### config.mk
export PLATFORM = sky130hd
export DESIGN_NAME = sound_fx_player_flat
export DESIGN_NICKNAME = d
export VERILOG_FILES = /design/src/rtl/sound_fx_player_if.sv /design/src/rtl/sound_fx_player.sv /design/src/flat_wrapper.sv
export SDC_FILE = /design/constraint.sdc
export NUM_CORES = 1
export LEC_CHECK = 0
export BUFFER_PORTS_ARGS = -buffer_cell sky130_fd_sc_hd__buf_2
export CORE_MARGIN = 5
export CORE_UTILIZATION = 60
export DETAILED_ROUTE_END_ITERATION = 12
export HOLD_SLACK_MARGIN = 0.02
export PLACE_DENSITY_LB_ADDON = 0.05
export SLEW_MARGIN = 20
export SYNTH_ARGS = -nofsm -noshare
export SYNTH_HDL_FRONTEND = slang
export SYNTH_SLANG_ARGS = --single-unit
### constraint.sdc
create_clock -name clk -period 3.3 [get_ports clk]
set_input_delay 0.66 -clock clk [delete_from_list [all_inputs] [get_ports clk]]
set_output_delay 0.66 -clock clk [all_outputs]
set_load 0.01 [all_outputs]
### src/rtl/sound_fx_player_if.sv
// Game-event, frame-tick and buzzer signals of the sound effect player.
// master drives events and timing; slave (the player) drives the buzzer and status.
interface sound_fx_player_if;
    logic       startOfFrame;
    logic       mute;
    logic       ev_shot;
    logic       ev_dimond;
    logic       ev_alien_died;
    logic       ev_gold;
    logic       ev_player_died;
    logic       buzzer;
    logic       busy;
    logic [2:0] effect_id;

    modport master (
        output startOfFrame, mute,
        output ev_shot, ev_dimond, ev_alien_died, ev_gold, ev_player_died,
        input  buzzer, busy, effect_id
    );

    modport slave (
        input  startOfFrame, mute,
        input  ev_shot, ev_dimond, ev_alien_died, ev_gold, ev_player_died,
        output buzzer, busy, effect_id
    );
endinterface

### src/rtl/sound_fx_player.sv
// Priority-arbitrated sound effect sequencer: plays fixed note tables as a
// square wave on the buzzer, one note per (half-period, frame-count) pair.
module sound_fx_player (
    input  logic               clk,
    input  logic               resetN,
    sound_fx_player_if.slave   sfx
);

    typedef enum logic [1:0] {IDLE, LOAD, PLAY} state_t;

    state_t      state, state_next;
    logic [2:0]  effect, effect_next;
    logic [1:0]  note_idx, note_idx_next;
    logic        busy_r, busy_next;
    logic [15:0] half_period;
    logic [15:0] tone_cnt;
    logic [3:0]  duration;
    logic [3:0]  frame_cnt;
    logic        phase;
    logic [2:0]  ev_prio;
    logic        preempt;
    logic        note_end;

    // {half-period in clk cycles, duration in frames} for each note of each effect
    function automatic logic [19:0] note_entry(input logic [2:0] eff, input logic [1:0] idx);
        logic [19:0] entry;
        case ({eff, idx})
            {3'd1, 2'd0}: entry = {16'd6250,  4'd2};
            {3'd2, 2'd0}: entry = {16'd12500, 4'd3};
            {3'd2, 2'd1}: entry = {16'd8333,  4'd3};
            {3'd3, 2'd0}: entry = {16'd25000, 4'd2};
            {3'd3, 2'd1}: entry = {16'd31250, 4'd2};
            {3'd4, 2'd0}: entry = {16'd12500, 4'd4};
            {3'd4, 2'd1}: entry = {16'd9375,  4'd4};
            {3'd4, 2'd2}: entry = {16'd6250,  4'd4};
            {3'd5, 2'd0}: entry = {16'd18750, 4'd8};
            {3'd5, 2'd1}: entry = {16'd25000, 4'd8};
            {3'd5, 2'd2}: entry = {16'd31250, 4'd8};
            {3'd5, 2'd3}: entry = {16'd41667, 4'd8};
            default:      entry = {16'd1,     4'd1};
        endcase
        return entry;
    endfunction

    function automatic logic [1:0] last_note(input logic [2:0] eff);
        logic [1:0] last;
        case (eff)
            3'd2:    last = 2'd1;
            3'd3:    last = 2'd1;
            3'd4:    last = 2'd2;
            3'd5:    last = 2'd3;
            default: last = 2'd0;
        endcase
        return last;
    endfunction

    // Later assignments win, so the highest-priority pulse of the cycle survives
    always_comb begin
        ev_prio = 3'd0;
        if (sfx.ev_shot)        ev_prio = 3'd1;
        if (sfx.ev_dimond)      ev_prio = 3'd2;
        if (sfx.ev_alien_died)  ev_prio = 3'd3;
        if (sfx.ev_gold)        ev_prio = 3'd4;
        if (sfx.ev_player_died) ev_prio = 3'd5;
    end

    // effect is 0 while idle, so any event counts as a preemption there
    assign preempt  = (ev_prio != 3'd0) && (ev_prio >= effect);
    assign note_end = (state == PLAY) && sfx.startOfFrame && (frame_cnt == duration - 4'd1);

    always_comb begin
        state_next    = state;
        effect_next   = effect;
        note_idx_next = note_idx;
        busy_next     = busy_r;
        if (preempt) begin
            state_next    = LOAD;
            effect_next   = ev_prio;
            note_idx_next = 2'd0;
            busy_next     = 1'b1;
        end else begin
            case (state)
                LOAD: state_next = PLAY;
                PLAY: begin
                    if (note_end) begin
                        if (note_idx == last_note(effect)) begin
                            state_next    = IDLE;
                            effect_next   = 3'd0;
                            note_idx_next = 2'd0;
                            busy_next     = 1'b0;
                        end else begin
                            state_next    = LOAD;
                            note_idx_next = note_idx + 2'd1;
                        end
                    end
                end
                default: state_next = IDLE;
            endcase
        end
    end

    always_ff @(posedge clk) begin
        if (!resetN) begin
            state       <= IDLE;
            effect      <= 3'd0;
            note_idx    <= 2'd0;
            busy_r      <= 1'b0;
            half_period <= 16'd0;
            duration    <= 4'd0;
            tone_cnt    <= 16'd0;
            frame_cnt   <= 4'd0;
            phase       <= 1'b0;
        end else begin
            state    <= state_next;
            effect   <= effect_next;
            note_idx <= note_idx_next;
            busy_r   <= busy_next;
            case (state)
                LOAD: begin
                    {half_period, duration} <= note_entry(effect, note_idx);
                    tone_cnt  <= 16'd0;
                    frame_cnt <= 4'd0;
                    phase     <= 1'b0;
                end
                PLAY: begin
                    if (tone_cnt == half_period - 16'd1) begin
                        tone_cnt <= 16'd0;
                        phase    <= ~phase;
                    end else begin
                        tone_cnt <= tone_cnt + 16'd1;
                    end
                    if (sfx.startOfFrame) begin
                        frame_cnt <= frame_cnt + 4'd1;
                    end
                end
                default: begin
                    tone_cnt  <= 16'd0;
                    frame_cnt <= 4'd0;
                    phase     <= 1'b0;
                end
            endcase
            // Leaving PLAY silences the buzzer on the very next cycle
            if (state_next != PLAY) begin
                phase <= 1'b0;
            end
        end
    end

    assign sfx.buzzer    = phase & ~sfx.mute;
    assign sfx.busy      = busy_r;
    assign sfx.effect_id = effect;

endmodule

### src/flat_wrapper.sv
// flat-port wrapper written by rule: the top's interface ports become plain ports
module sound_fx_player_flat 
  (clk, resetN, sfx_startOfFrame, sfx_mute, sfx_ev_shot, sfx_ev_dimond, sfx_ev_alien_died, sfx_ev_gold, sfx_ev_player_died, sfx_buzzer, sfx_busy, sfx_effect_id);
  sound_fx_player_if sfx_i ();
  input  logic clk;
  input  logic resetN;
  input wire logic [$bits(sfx_i.startOfFrame)-1:0] sfx_startOfFrame;
  input wire logic [$bits(sfx_i.mute)-1:0] sfx_mute;
  input wire logic [$bits(sfx_i.ev_shot)-1:0] sfx_ev_shot;
  input wire logic [$bits(sfx_i.ev_dimond)-1:0] sfx_ev_dimond;
  input wire logic [$bits(sfx_i.ev_alien_died)-1:0] sfx_ev_alien_died;
  input wire logic [$bits(sfx_i.ev_gold)-1:0] sfx_ev_gold;
  input wire logic [$bits(sfx_i.ev_player_died)-1:0] sfx_ev_player_died;
  output wire logic [$bits(sfx_i.buzzer)-1:0] sfx_buzzer;
  output wire logic [$bits(sfx_i.busy)-1:0] sfx_busy;
  output wire logic [$bits(sfx_i.effect_id)-1:0] sfx_effect_id;
  assign sfx_i.startOfFrame = sfx_startOfFrame;
  assign sfx_i.mute = sfx_mute;
  assign sfx_i.ev_shot = sfx_ev_shot;
  assign sfx_i.ev_dimond = sfx_ev_dimond;
  assign sfx_i.ev_alien_died = sfx_ev_alien_died;
  assign sfx_i.ev_gold = sfx_ev_gold;
  assign sfx_i.ev_player_died = sfx_ev_player_died;
  assign sfx_buzzer = sfx_i.buzzer;
  assign sfx_busy = sfx_i.busy;
  assign sfx_effect_id = sfx_i.effect_id;
  sound_fx_player u_core (.clk(clk), .resetN(resetN), .sfx(sfx_i));
endmodule
==> metrics.txt <==
status=finished, final reports clean; # setup viols final=0; first-pass GRT wire length=about 12000 µm; skew final=between 0.005 and 0.006 ns; num ports=14; Pre-antenna DRT Iters=5; leakage power=~0.0012 µW; Crit. End Element=flop; leading cell type by number of instances after synthesis=dfxtp_1; top_reg_cell synth=dfxtp_1; ranking of synthesized cells by area=dfxtp_1, xnor2_1, nor2_1, xor2_1, ha_1; Worst-Margin Slew=about 0.58 ns; CP cell instances=inv_1 > ha_1 > nor3b_2 > nand2_1 > nor4_1 > a21oi_1 > or4_4 > or4b_1 > nand2_1; largest net degree at the start of global routing=34; worst setup path category=flop to flop; multi-input gate area in the final layout=~1900 µm²; DR WL/cell=around 15 µm; GRT Residual Overflow=0; die width=roughly 80 µm; vias=2638; RSZ-0062 raised after global routing=no; Critical Path Start Type=flop; # fillers=483; Post-synth EDFFs=0; Power Dens Cells=around 450 nW/µm²; CTS root buffer=clkbuf_8; total track usage=between 20% and 30%; post-CTS setup buffers=0; peak supply drop=around 250 µV; Syn Inst Count=between 300 and 400; synthesized area=3083 µm²; hold slack=approximately 0.50 ns; full die area=roughly 6700 µm²; Max Fanout on Critical Path=9; Worst Path Required=~3.6 ns; Tmin final=between 2 and 3 ns; setup_tns=0 ns; worst path arrival time=approximately 3.1 ns; Routed Antenna Nets=0; H-tree depth=2; DRT iter0 DRCs=roughly 180; Starting Density=about three fifths; hold crit path type=flop to flop; clk sinks=49; Area Growth Syn to Fin=6.737%; core footprint=5042 µm²; cell taking the most area after synthesis=dfxtp_1; vias in the first global route=around 2500; GP Congestion=around 0.90; top post-synthesis cells by count=dfxtp_1, nor2_1, xnor2_1; die span in y=~82 µm; Synth Net Count=404; Final Hold Vio Count=0; share of Yosys cell area claimed by the top area cell type=a little under a third; IO Port Bufs=13; slowest cell on the critical path=or4_4; CP top delay family=simple AND/OR/NAND/NOR gates; # rows=26; Avg Vias per Cell=5.760; HP Start=u_core.half_period[15]$_SDFFE_PN0P_; hold_buf cts=0; Yosys Warn Count=0; syn_area_per_cell=roughly 8.1 µm²; Worst Path Buf+Inv=1; CP dominant cell by count=nand2_1; flops & latches, synth=49; Final WS setup=roughly 0.40 ns; estimated wirelength of the detail-placed design=between 4000 and 5000 µm; worst r2r src=u_core.half_period[0]$_SDFFE_PN0P_; # nets final=between 400 and 500; ys async rst share=0%; antenna violations before repair=0; Unique masters post-synth=55; Worst-path clk slew=0.09 ns; Worst slew margin=around three fifths; pre-CTS setup slack=between 0.15 and 0.2 ns; Num CTS Buffers=5; Post-CTS Resized=0; DRT Wirelength=6659 µm; layout cells sized above 1=9.794%; MaxCap Viol Count=0; CTS tree=built; Critical Path Start=u_core.half_period[0]$_SDFFE_PN0P_; Clock Tree Buf Depth=2; Max Fclk=~350 MHz; FF+latch area=980.9 µm²; DRC Markers=0; worst-skew pair later-pin latency=around 0.30 ns; Slew Limit Fails=0; period utilisation layout=a little under 90%; Seq/Total Area, Yosys=31.82%; CP max stage delay=0.58 ns; ANT cells=0
cell usage in the layout (no fill, tap or decap), drive strengths merged, types with 7 or more instances in the layout:
master,n
nand2,27
a21oi,15
o21ai,17
nand3,16
nor2,45
ha,13
dfxtp,49
nand4,7
buf,21
nor3,7
xor2,19
inv,16
clkbuf,7
a21boi,8
xnor2,29
worst paths after layout:
check / to / slack, ns / depth (start not counted)
max: u_core.phase$_SDFFE_PP0N_ / 0.40 / 9
min: u_core.half_period[15]$_SDFFE_PN0P_ / 0.50 / 2
max reg2reg: u_core.phase$_SDFFE_PP0N_ / 0.40 / 9
min reg2reg: u_core.half_period[15]$_SDFFE_PN0P_ / 0.50 / 2
worst reg2reg max path, stage by stage, from the launching register on:
cell     delay (ns)
dfxtp_1        0.39
inv_1          0.09
ha_1           0.24
nor3b_2        0.51
nand2_1        0.11
nor4_1         0.24
a21oi_1        0.08
or4_4          0.58
or4b_1         0.54
nand2_1        0.08
registers in the layout, summed over array words and instances, names as in the netlist:
register / count
u_core.duration: 4
u_core.note_idx: 2
u_core.sfx.busy: 1
u_core.phase: 1
u_core.half_period: 16
u_core.frame_cnt: 4
u_core.sfx.effect_id: 3
u_core.tone_cnt: 16
u_core.state: 2
per-layer routing:
layer,GRT usage [%],wire [µm]
met1,30.75,3257
met5,0,0
met4,5.316,33
met3,4.167,355
met2,34.36,3013
power by group:
part | internal (µW) | total [µW] | switching, µW
logic | 205 | 464 | 258
clock network | 150 | 350 | 199
registers | 625 | 673 | 48.9
total | 980 | 1490 | 507
kinds of logic (layout without fill, tap and decap cells):
logic type | after synthesis | count (layout) | synth area share (%)
xor gates and xnor gates | 48 | 48 | 13.64
and+or+nand+nor | 144 | 144 | 24.19
buffers and inverters | 41 | 47 | 5.073
adders and majority gates | 13 | 13 | 5.276
AOI/OAI and AO/OA | 81 | 81 | 18.06
DFF | 49 | 49 | 31.82
muxes | 6 | 6 | 1.948
final cells by class:
| type | instances | share of cell area (%) |
|---|---|---|
| clock buffer | 7 | 2.319 |
| clock inverter | 1 | 0.2281 |
| inverter | 18 | 2.053 |
| multi-input combinational | 292 | 59.13 |
| sequential | 49 | 29.81 |
| tap | 70 | 2.662 |
| timing repair buffer | 21 | 3.802 |
through the flow:
stage | std cells | cell area, µm² | util [%] | total power (µW)
after floorplan | 382 | 3083 | - | 1041
after global placement | 450 | 3207 | 63.60 | 1132
after detailed placement | 450 | 3207 | 63.60 | 1143
after CTS | 458 | 3291 | 65.26 | 1494
after global routing | 458 | 3291 | 65.26 | 1584
final | 458 | 3291 | 65.26 | 1487
Power figures use the tool's default switching activity.
